File: config.mk
export PLATFORM = sky130hd
export DESIGN_NAME = ndata_packer
export DESIGN_NICKNAME = d
export VERILOG_FILES = /design/src/rtl/ndata_packer.sv
export SDC_FILE = /design/constraint.sdc
export NUM_CORES = 1
export LEC_CHECK = 0
export CAP_MARGIN = 30
export CORE_MARGIN = 10
export CORE_UTILIZATION = 30
export CTS_BUF_LIST = sky130_fd_sc_hd__clkbuf_8
export DETAILED_ROUTE_END_ITERATION = 10
export RECOVER_POWER = 100
export SLEW_MARGIN = 20
export SYNTH_ARGS = -nofsm -noshare
export SYNTH_HDL_FRONTEND = slang
export SYNTH_SLANG_ARGS = --single-unit
File: constraint.sdc
create_clock -name clk -period 3.5 [get_ports clk]
set_clock_uncertainty 0.15 [all_clocks]
set_input_delay 0.35 -clock clk [delete_from_list [all_inputs] [get_ports clk]]
set_output_delay 0.35 -clock clk [all_outputs]
set_load 0.02 [all_outputs]
File: src/rtl/ndata_packer.sv
// Re-aggregates lane-0-packed partial beats into dense NUM_ELEMENTS-wide beats.
// A partial beat is emitted only at stream end; outputs are driven from registers.
module ndata_packer #(
    parameter type data_t       = logic [7:0],
    parameter int  NUM_ELEMENTS = 4,
    parameter int  COUNT_WIDTH  = $clog2(2 * NUM_ELEMENTS)
) (
    input  logic                                  clk,
    input  logic                                  rst_n,
    input  logic [NUM_ELEMENTS*$bits(data_t)-1:0] in_data_i,
    input  logic [NUM_ELEMENTS-1:0]               in_keep_i,
    input  logic                                  in_last_i,
    input  logic                                  in_valid_i,
    output logic                                  in_ready_o,
    output logic [NUM_ELEMENTS*$bits(data_t)-1:0] out_data_o,
    output logic [NUM_ELEMENTS-1:0]               out_keep_o,
    output logic                                  out_last_o,
    output logic                                  out_valid_o,
    input  logic                                  out_ready_i
);
    localparam int N     = NUM_ELEMENTS;
    localparam int DW    = $bits(data_t);
    localparam int DEPTH = 2 * N;
    localparam logic [COUNT_WIDTH-1:0] N_C = COUNT_WIDTH'(N);

    data_t                  elem_q [DEPTH];
    data_t                  elem_d [DEPTH];
    data_t                  in_lane [N];
    logic [COUNT_WIDTH-1:0] cnt_q, cnt_d;
    logic                   last_pend_q, last_pend_d;
    logic [COUNT_WIDTH-1:0] in_cnt;
    logic [COUNT_WIDTH-1:0] base;
    logic [COUNT_WIDTH:0]   cnt_sum;
    logic                   full;
    logic                   out_fire;
    logic                   in_fire;
    logic                   shift;

    genvar gi;
    generate
        for (gi = 0; gi < N; gi++) begin : g_lane
            assign in_lane[gi]               = data_t'(in_data_i[gi*DW +: DW]);
            assign out_data_o[gi*DW +: DW]   = elem_q[gi];
            assign out_keep_o[gi]            = full | (cnt_q > COUNT_WIDTH'(gi));
        end
    endgenerate

    assign full        = (cnt_q >= N_C);
    assign out_valid_o = full | last_pend_q;
    assign out_last_o  = last_pend_q & (cnt_q <= N_C);
    assign out_fire    = out_valid_o & out_ready_i;
    assign in_ready_o  = rst_n & ~last_pend_q & (~full | out_fire);
    assign in_fire     = in_valid_i & in_ready_o;
    // A non-final output beat frees the low half in the same cycle new data lands.
    assign shift       = out_fire & ~out_last_o;
    assign base        = shift ? (cnt_q - N_C) : cnt_q;
    assign cnt_sum     = {1'b0, base} + {1'b0, in_cnt};

    always_comb begin
        in_cnt = '0;
        for (int j = 0; j < N; j++) begin
            in_cnt = in_cnt + COUNT_WIDTH'(in_keep_i[j]);
        end
    end

    always_comb begin
        for (int i = 0; i < DEPTH; i++) begin
            elem_d[i] = elem_q[i];
        end
        if (shift) begin
            for (int i = 0; i < N; i++) begin
                elem_d[i] = elem_q[i + N];
            end
        end
        for (int i = 0; i < DEPTH; i++) begin
            for (int j = 0; j < N; j++) begin
                if (in_fire && (COUNT_WIDTH'(j) < in_cnt) &&
                    (COUNT_WIDTH'(i) == base + COUNT_WIDTH'(j))) begin
                    elem_d[i] = in_lane[j];
                end
            end
        end
    end

    always_comb begin
        cnt_d       = base;
        last_pend_d = last_pend_q;
        if (out_fire && out_last_o) begin
            cnt_d       = '0;
            last_pend_d = 1'b0;
        end
        if (in_fire) begin
            cnt_d = cnt_sum[COUNT_WIDTH-1:0];
            if (in_last_i) begin
                last_pend_d = 1'b1;
            end
        end
    end

    always_ff @(posedge clk) begin
        if (!rst_n) begin
            cnt_q       <= '0;
            last_pend_q <= 1'b0;
        end else begin
            cnt_q       <= cnt_d;
            last_pend_q <= last_pend_d;
            if (in_fire) begin
                assert (cnt_sum < (COUNT_WIDTH+1)'(DEPTH));
            end
        end
    end

    // Buffer contents are don't-care after reset, so they carry no reset.
    always_ff @(posedge clk) begin
        for (int i = 0; i < DEPTH; i++) begin
            elem_q[i] <= elem_d[i];
        end
    end

endmodule

==> impl_results.md, run 1 <==
* Status: finished clean
* Highest Clock Rate at 308 MHz
* DRT Wirelength at 14100 um
* Hold Buf Count CTS at 0
* Starting Density at 30.8%
* Core Area at 0.0139 mm^2
* Mux cell area share after synthesis at 13.5%
* Area post-placement at 0.00545 mm^2
* Warnings, synthesis at 0
* Main combinational cell family by area after synthesis: simple AND/OR/NAND/NOR gates
* Net switching power at 562 uW
* CP max-delay cell: fa_1
* Clock Latency Late Sink at 0.36 ns
* Post-Syn Nets at 453
* Synthesized instance count at 404
* Vias at 3631
* Netlist cell types at 49
* Drt drc at 0
* Final period util at 92.6%
* Post-synth EDFFs at 64
* Synth Flop Type: edfxtp_1
* Post-Synth Adder-Cell Area at 2.68%
* Die Wd at 140 um
* CTS clk-pin slew, worst paths at 0.07 ns
* Seq/Total Area, Yosys at 46.6%
* Register area at 0.00200 mm^2
* First-pass DRT Iterations at 5
* Fin. max-slew vios at 0
* Placed Cells at 667
* Startpoint class of the critical path: input pin
* Compound-Gate Fraction of Synth Area at 15.9%
* First-pass GRT wire length at 21600 um
* Syn Area/Cell at 10.6 um^2
* Post-synth ARST share at 0%
* Register share of total power at 47.3%
* Post-layout nets at 547
* Grt total ovfl at 0
* Row cnt at 43
* Worst path max stage delay at 0.54 ns
* Sw Ratio at 28.3%
* Ranking of synthesized cells by area: edfxtp_1 (45%), mux2i_1 (9.3%), mux2_1 (4.2%)
* CTS Sinks at 68
* Clock group share of total power at 31.3%
* Synthesis-to-layout area growth at 30.3%
* Wire per inst at 20.6 um
* Max H-tree Level at 3
* Worst Hold Class: reg -> reg
* Worst slew pin tran at 0.626 ns
* Synth top area share at 44.7%
* Post-Synth XOR/XNOR Area at 0.204%
* Post-synthesis register bit count at 68
* Slew HR at 58.3%
* GR Util met1 at 17.8%
* Multi-input logic area at 0.00208 mm^2
* Layout cells sized above 1 at 13.5%
* Postcts setup bufs at 0
* Die height at 140 um
* DRT iter0 DRCs at 315
* GRT Overall Usage at 14.2%
* Total power at 1.99 mW
* Met3 Use GR at 5.24%
* Antenna fix cells at 0
* Pint at 1.42 mW
* Via density at 5.32
* Post-synth top area cell: edfxtp_1
* Routability cong. at 0.879
* Maximum VDD drop at 0.130 mV
* Post-synthesis cell area at 0.00430 mm^2
* Final cell count without fillers at 682
* WS Path Type: in -> reg
* Crit-path cells: clkdlybuf4s50_1 > fa_1 > ha_1 > inv_1 > ha_1 > nand2b_1 > nor4_2 > and3_1 > or2_2 > nand4b_1 > clkbuf_1
* Number of routed nets with antenna violations at 0
* Die area at 0.0195 mm^2
* Pre-CTS setup slack at -0.0587 ns
* Setup violators final at 0
* Core Util, Final at 40.2%
* CTS tree: built
* Fin. Hold Viols at 0
* Fin crit period at 3.24 ns
* Worst setup EP type: flop
* Crit-path max FO at 8
* Total power per unit cell area at 355 mW/mm^2
* Critical Path AT at 3.11 ns
* GRT busiest layer: met2
* CTS buffer count at 9
* Clock buffer depth at 2
* DP Wirelength at 10500 um
* Post-cts resize count at 0
* RSZ-0062 raised after global routing: false
* M2 GR Usage at 22.5%
* Number of global-route vias before repair at 3745
* # port buffers at 79
* Root Buffer: clkbuf_8
* Fillers at 1337
* PnR worst setup slack at 0.258 ns
* Gate power share at 21.4%
* Fin area at 0.00560 mm^2
* Leak at 2.08 nW
* Cell mode on critical path: ha_1
* Largest net degree at the start of global routing at 17
* Synth Area in Simple Gates at 16.3%
* Initial antenna violation count at 0
* Required time of the critical path at 3.36 ns
* Ports at 80
* Max Cap Viol at 0
[kinds of logic (layout without fill, tap and decap cells)]
group | after synthesis | in the layout
compound gates | 105 | 105
simple gates | 125 | 125
flops | 68 | 68
xor+xnor | 1 | 1
fa+ha+maj | 8 | 8
mux | 56 | 56
buf+inv | 41 | 139
[worst max-delay path: cells and delay by family]
family        cells  cell delay, ns
buf+inv           3            0.84
fa+ha+maj         3            0.88
simple gates      5            1.04
[through the flow]
stage,hold WS [ns],TNS [ns]
finish,0.466,0
global route,0.501,0
CTS,0.459,0
detailed placement,0.443,-0.485
global placement,0.444,0
floorplan,0.322,0
[placed cells by master, fill, tap and decap left out, types with 11 or more instances in the layout]
cell type / n
mux2i_1: 40
o21ai_0: 35
a22oi_1: 11
and3_1: 17
buf_4: 31
nand2_1: 47
clkdlybuf4s50_1: 39
edfxtp_1: 64
dlygate4sd3_1: 40
o22ai_1: 18
mux2_1: 16
[state kept, by name (all words and copies together), names as in the netlist]
signal       flops
elem_q          64
cnt_q            3
last_pend_q      1
[power by group through the flow]
stage / Clock, mW / Sequential, mW / Combinational (mW)
2_1_floorplan: 0 / 0.988 / 0.196
3_3_place_gp: 0 / 0.959 / 0.437
3_5_place_dp: 0 / 0.960 / 0.441
4_1_cts: 0.636 / 0.942 / 0.443
5_1_grt: 0.675 / 0.944 / 0.456
6_report: 0.621 / 0.940 / 0.425
[cell type report]
cell class              count  area share, %
clock buffers               9           2.21
multi-input cells         295           37.1
flip-flops and latches     68           35.8
well taps                 180           4.02
inverters                   6          0.402
repair buffers            118           19.4
clock inverters             6           1.05
[Yosys cell counts (4+ instances only)]
library cell,n
a22oi_1,11
nand3_1,9
a211o_1,6
buf_2,22
nand2_1,46
o21ai_0,9
o21ai_1,33
nand2b_1,5
o22ai_1,18
and2_1,6
nand2_2,4
nor2_1,9
edfxtp_1,64
clkbuf_1,6
nor2b_1,7
and3_1,17
mux2_1,16
a21oi_2,8
dfxtp_1,4
inv_1,5
a31oi_1,8
mux2i_1,40
nand3b_1,4
a32o_1,6
ha_1,6
[metal layers]
metal	up-vias	routed length, um
li1	1708	-
met4	0	325
met1	1714	5980
met3	34	1330
met5	-	0
met2	175	6410
[worst paths after layout]
path                              startpoint            end  slack (ns)  cells past startpoint
worst max-delay path            in_keep_i[0]  elem_q[0][27]        0.26                     11
worst min-delay path            elem_q[1][7]   elem_q[0][7]        0.47                      2
worst max register to register      cnt_q[1]  elem_q[0][26]        0.74                     12
worst min register to register  elem_q[1][7]   elem_q[0][7]        0.47                      2
No activity file was read; power rests on OpenSTA's default activity.
==> run 2: changes to the inputs <==
--- a/config.mk
+++ b/config.mk
@@ -10,6 +10,8 @@
 export CORE_UTILIZATION = 30
 export CTS_BUF_LIST = sky130_fd_sc_hd__clkbuf_8
 export DETAILED_ROUTE_END_ITERATION = 10
+export GPL_ROUTABILITY_DRIVEN = 0
+export PLACE_DENSITY = 0.61
 export RECOVER_POWER = 100
 export SLEW_MARGIN = 20
 export SYNTH_ARGS = -nofsm -noshare
==> impl_results.md, run 2 (same netlist as run 1, synthesis figures left out) <==
* Final cell count without fillers at 680 (-0.29%)
* Largest net degree at the start of global routing at 17 (unchanged)
* Required time of the critical path at 3.47 ns (+0.11 ns)
* Commonest non-fill, non-tap cell in the layout: edfxtp_1
* Post-cts resize count at 0 (unchanged)
* Core Area at 0.0139 mm^2 (unchanged)
* Postcts setup bufs at 0 (unchanged)
* Worst Hold Class: reg -> reg
* Grt total ovfl at 0 (unchanged)
* Status: finished clean
* Placed Cells at 664 (-0.45%)
* Fillers at 1342 (+0.37%)
* Fin crit period at 3.17 ns (-0.0766 ns)
* Number of global-route vias before repair at 3625 (-3.2%)
* Fin. max-slew vios at 0 (unchanged)
* CTS clk-pin slew, worst paths at 0.07 ns (about the same)
* Area post-placement at 0.00544 mm^2 (-0.18%)
* GRT Overall Usage at 14.1% (-0.051 points)
* Root Buffer: clkbuf_8
* Total power at 2.23 mW (+12%)
* Layout cells sized above 1 at 13.8% (+0.25 points)
* Sum Neg Setup Slack at 0 ns (unchanged)
* Die area at 0.0195 mm^2 (unchanged)
* DRT Wirelength at 14200 um (+0.91%)
* Initial antenna violation count at 0 (unchanged)
* Largest Register: elem_q
* Vias at 3666 (+0.96%)
* Multi-input logic area at 0.00208 mm^2 (+0.18%)
* RSZ-0062 raised after global routing: false
* Core Util, Final at 40.7% (+0.57 points)
* Antenna fix cells at 0 (unchanged)
* Register area at 0.00200 mm^2 (unchanged)
* PnR worst setup slack at 0.334 ns (+0.0766 ns)
* Biggest regs: elem_q: 64 flops, cnt_q: 3 flops, last_pend_q: 1 flops
* Max FFs per register at 64 (unchanged)
* Slew HR at 55.6% (-2.7 points)
* Worst setup EP type: flop
* Highest Clock Rate at 316 MHz (+2.4%)
* WS Path Type: in -> reg
* Die height at 140 um (unchanged)
* Number of routed nets with antenna violations at 0 (unchanged)
* Critical Path AT at 3.14 ns (+0.03 ns)
* Die Wd at 140 um (unchanged)
* CTS buffer count at 9 (unchanged)
* Fin. Hold Viols at 0 (unchanged)
* Maximum VDD drop at 0.212 mV (+63%)
* Drt drc at 0 (unchanged)
* Via density at 5.39 (+1.3%)
* Leading cell types in the layout, fill and taps excluded: edfxtp_1 (64), nand2_1 (47), mux2i_1 (40), dlygate4sd3_1 (40), clkdlybuf4s50_1 (39)
* DRT iter0 DRCs at 392 (+24%)
* Crit-path max FO at 13 (+5)
* Pre-CTS setup slack at 0.000356 ns (+0.0591 ns)
* Clock Latency Late Sink at 0.37 ns (about the same)
* Hold Buf Count CTS at 0 (unchanged)
* Fin area at 0.00568 mm^2 (+1.4%)
* CTS tree: built
* Wire per inst at 20.9 um (+1.2%)
* Row cnt at 43 (unchanged)
* Setup violators final at 0 (unchanged)
* First-pass DRT Iterations at 5 (unchanged)
* Hold Worst Slack at 0.455 ns (-0.0109 ns)
* Max H-tree Level at 3 (unchanged)
* Post-layout nets at 544 (-0.55%)
* Total power per unit cell area at 392 mW/mm^2 (+11%)
* Starting Density at 30.8% (unchanged)
* CTS Sinks at 68 (unchanged)
* Clock buffer depth at 2 (unchanged)
* Ports at 80 (unchanged)
* Startpoint class of the critical path: input pin
* DP Wirelength at 10600 um (+0.90%)
* Synthesis-to-layout area growth at 32.1%
* First-pass GRT wire length at 21400 um (-0.96%)
* # port buffers at 79 (unchanged)
* Worst slew pin tran at 0.660 ns (+0.0344 ns)
* Final period util at 90.4% (-2.2 points)
* Max Cap Viol at 0 (unchanged)
* Leak at 2.10 nW (+1.4%)
-- run 2: cell count changes in the layout (fill, tap and decap cells not counted), sizes merged --
cell and change:
inv -2, bufinv +3, clkinvlp +1, buf -2, clkinv -1, clkbuf -1
-- run 2: report_power, final --
group	switching, mW	leakage [nW]	internal [mW]
combinational	0.252	1.37	0.173
sequential	0.0115	0.614	0.929
clock	0.319	0.123	0.542
total	0.583	2.10	1.64
-- run 2: worst paths after layout --
path	end	slack, ns	cells past startpoint	start
setup / recovery	elem_q[0][1]	0.33	12	in_keep_i[0]
hold / removal	elem_q[0][3]	0.45	2	elem_q[1][3]
setup reg to reg	elem_q[0][22]	0.53	10	cnt_q[1]
hold reg to reg	elem_q[0][3]	0.45	2	elem_q[1][3]
-- run 2: worst max-delay path, cell delays in order --
cell             delay [ns]
clkdlybuf4s50_1        0.43
fa_1                   0.55
ha_1                   0.16
inv_1                  0.04
ha_1                   0.18
nor2b_1                0.18
nor4b_4                0.27
clkbuf_2               0.33
nand2_1                0.16
buf_4                  0.23
mux2i_1                0.17
o21ai_1                0.08
-- run 2: area by class of cell --
| cell class | count | area share, % |
|---|---|---|
| repair buffers | 115 | 19.1 |
| flip-flops and latches | 68 | 35.3 |
| clock inverters | 7 | 2.45 |
| clock buffers | 9 | 2.18 |
| inverters | 6 | 0.397 |
| multi-input cells | 295 | 36.7 |
| well taps | 180 | 3.97 |
-- run 2: metal layers --
layer	share of wire, %	up-vias	track usage (%)
li1	-	1704	-
met1	43	1753	18.2
met2	46	184	22.0
met3	8.8	25	3.95
met4	2.6	0	5.16
met5	0	-	0
==> run 3: changes to the inputs <==
--- a/config.mk
+++ b/config.mk
@@ -5,13 +5,14 @@
 export SDC_FILE = /design/constraint.sdc
 export NUM_CORES = 1
 export LEC_CHECK = 0
+export ABC_AREA = 1
 export CAP_MARGIN = 30
 export CORE_MARGIN = 10
 export CORE_UTILIZATION = 30
 export CTS_BUF_LIST = sky130_fd_sc_hd__clkbuf_8
 export DETAILED_ROUTE_END_ITERATION = 10
 export GPL_ROUTABILITY_DRIVEN = 0
-export PLACE_DENSITY = 0.61
+export PLACE_DENSITY = 0.6
 export RECOVER_POWER = 100
 export SLEW_MARGIN = 20
 export SYNTH_ARGS = -nofsm -noshare
==> impl_results.md, run 3 <==
* Post-synth top cells: nand2_1 (170), edfxtp_1 (64), nand3_1 (63)
* Core Util, Final at 39.2% (-1.6 points)
* Setup violators final at 0 (unchanged)
* Netlist cell types at 32 (-35%)
* Ports at 80 (unchanged)
* Max Cap Viol at 0 (unchanged)
* Postcts setup bufs at 0 (unchanged)
* Crit-path max FO at 13 (unchanged)
* Register share of total power at 47.1% (+4.9 points)
* Met3 wire length at 1560 um (+25%)
* Top layer in use: met4
* Clock Latency Late Sink at 0.37 ns (about the same)
* Synthesis-to-layout area growth at 26.9%
* Synth Flop Type: edfxtp_1
* Worst path max stage delay at 0.56 ns (about the same)
* Clock group share of total power at 30.5% (-8.2 points)
* Vias at 4507 (+23%)
* Via density at 5.27 (-2.2%)
* Fillers at 1460 (+8.8%)
* Net switching power at 600 uW (+3.0%)
* # port buffers at 79 (unchanged)
* Post-synth ARST share at 0% (unchanged)
* Maximum VDD drop at 0.131 mV (-38%)
* First-pass DRT Iterations at 8 (+3)
* Antenna fix cells at 0 (unchanged)
* Crit path max-delay family: adder cells
* Required time of the critical path at 3.39 ns (-0.08 ns)
* Seq/Total Area, Yosys at 44.1% (-2.5 points)
* Largest net degree at the start of global routing at 26 (+9)
* Ranking of synthesized cells by area: edfxtp_1 (42%), nand2_1 (14%), nand3_1 (6.9%)
* Starting Density at 30.9% (+0.048 points)
* Post-synth EDFFs at 64 (unchanged)
* Leading cell types in the layout, fill and taps excluded: nand2_1 (172), nand3_1 (64), edfxtp_1 (64), inv_1 (63), o21ai_0 (47)
* Final cell count without fillers at 855 (+26%)
* Total power per unit cell area at 348 mW/mm^2 (-11%)
* DP Wirelength at 12100 um (+14%)
* Synth top area share at 42.3% (-2.4 points)
* CTS clk-pin slew, worst paths at 0.07 ns (about the same)
* Crit-path cells: dlygate4sd3_1 > fa_1 > ha_1 > ha_1 > inv_1 > o21ai_0 > nor2_2 > nand3_2 > nand2_1 > inv_1 > nand2_1
* Startpoint class of the critical path: input pin
* Post-synthesis register bit count at 68 (unchanged)
* Die area at 0.0205 mm^2 (+4.8%)
* WP buf/inv at 3 (-1)
* Max FFs per register at 64 (unchanged)
* Row cnt at 44 (+2.3%)
* Grt total ovfl at 0 (unchanged)
* Number of routed nets with antenna violations at 0 (unchanged)
* CTS buffer count at 9 (unchanged)
* Wire per inst at 18.7 um (-11%)
* Commonest non-fill, non-tap cell in the layout: nand2_1
* Post-layout nets at 715 (+31%)
* Syn Area/Cell at 7.91 um^2 (-26%)
* RSZ-0062 raised after global routing: false
* Gate power share at 22.4% (+3.3 points)
* Critical Path AT at 3.07 ns (-0.07 ns)
* Core Area at 0.0147 mm^2 (+5.5%)
* First-pass GRT wire length at 24400 um (+14%)
* WS Path Type: in -> reg
* Highest Clock Rate at 314 MHz (-0.45%)
* Post-synthesis cell area at 0.00454 mm^2 (+5.6%)
* GRT Overall Usage at 15.8% (+1.6 points)
* Post-Syn Nets at 623 (+38%)
* Fin. max-slew vios at 0 (unchanged)
* Final period util at 90.9% (+0.40 points)
* CTS tree: built
* Sw Ratio at 29.9% (+3.8 points)
* Worst setup EP type: flop
* Post-synth top area cell: edfxtp_1
* Hold Buf Count CTS at 0 (unchanged)
* Die Wd at 143 um (+2.4%)
* CTS Sinks at 68 (unchanged)
* Warnings, synthesis at 0 (unchanged)
* Biggest regs: elem_q: 64 flops, cnt_q: 3 flops, last_pend_q: 1 flops
* Sum Neg Setup Slack at 0 ns (unchanged)
* Area post-placement at 0.00562 mm^2 (+3.4%)
* Fin crit period at 3.18 ns (+0.0142 ns)
* Leak at 2.48 nW (+18%)
* CP max-delay cell: dlygate4sd3_1
* Drt drc at 0 (unchanged)
* Slew HR at 64.8% (+9.2 points)
* Max H-tree Level at 3 (unchanged)
* Routed met1 length at 6400 um (+4.9%)
* Status: finished clean
* Post-cts resize count at 0 (unchanged)
* Fin. Hold Viols at 0 (unchanged)
* Worst Hold Class: reg -> reg
* Layout cells sized above 1 at 10.6% (-3.2 points)
* Total power at 2.01 mW (-10%)
* Pint at 1.41 mW (-15%)
* Worst slew pin tran at 0.528 ns (-0.132 ns)
* WL met2 at 7310 um (+13%)
* Number of global-route vias before repair at 4329 (+19%)
* DRT iter0 DRCs at 546 (+39%)
* Synthesized instance count at 574 (+42%)
* Initial antenna violation count at 0 (unchanged)
* Cell with the most instances after synthesis: nand2_1
* Fin area at 0.00576 mm^2 (+1.5%)
* Clock buffer depth at 2 (unchanged)
* Placed Cells at 839 (+26%)
* Largest Register: elem_q
* Die height at 143 um (+2.4%)
* DRT Wirelength at 16000 um (+13%)
* Root Buffer: clkbuf_8
run 3: cell types whose count changed in the layout (fill, tap and decap cells not counted), sizes merged, moves of 8 or more:
| cell | change |
|---|---|
| nand4 | +24 |
| nand2 | +127 |
| nand3 | +63 |
| o22ai | -12 |
| a22oi | -11 |
| mux2 | -16 |
| o21ai | +9 |
| inv | +63 |
| and3 | -17 |
| buf | -11 |
| o211ai | +8 |
| nor2 | +24 |
| mux2i | -40 |
run 3: cell families (layout without fill, tap and decap cells):
family          count (synthesis)  in the layout  synth area share (%)
compound gates                 95             95                  12.5
xor+xnor                        1              1                 0.193
flops                          68             68                  44.1
simple gates                  314            314                  32.4
buf+inv                        88            185                  8.30
fa+ha+maj                       8              8                  2.54
run 3: area by class of cell:
class	instances	area [um^2]	share of cell area (%)
well taps	184	230	4.00
clock inverters	7	53.8	0.934
repair buffers	105	963	16.7
flip-flops and latches	68	2000	34.8
clock buffers	9	124	2.15
inverters	64	240	4.17
multi-input cells	418	2150	37.3
run 3: metal layers:
layer,vias to the layer above,global-route usage (%)
li1,2139,-
met1,2070,19.4
met2,252,24.8
met3,46,3.55
met4,0,9.39
met5,-,0
run 3: per-stage QoR:
stage / hold WS (ns) / worst slack [ns]
2_1_floorplan: 0.337 / 0.713
3_3_place_gp: 0.369 / 0.157
3_5_place_dp: 0.363 / 0.110
4_1_cts: 0.375 / 0.501
5_1_grt: 0.416 / 0.161
6_report: 0.372 / 0.320
run 3: worst paths after layout:
| path | from | to | slack (ns) | cells past startpoint |
|---|---|---|---|---|
| max | in_keep_i[0] | elem_q[1][3] | 0.32 | 11 |
| min | last_pend_q | last_pend_q | 0.37 | 2 |
| min reg2reg | last_pend_q | last_pend_q | 0.37 | 2 |
| max reg2reg | cnt_q[2] | elem_q[1][13] | 0.40 | 13 |
run 3: tightest hold or removal path, cell delays in order, from the launching register on:
cell and delay, ns:
dfxtp_1 0.35, nand2_1 0.08, a21oi_1 0.05
run 3: power groups by stage:
stage               clock network (mW)  registers (mW)  logic, mW
floorplan                            0           0.999      0.207
global placement                     0           0.965      0.456
detailed placement                   0           0.964      0.461
CTS                              0.625           0.947      0.463
global route                     0.666           0.949      0.482
finish                           0.612           0.945      0.448
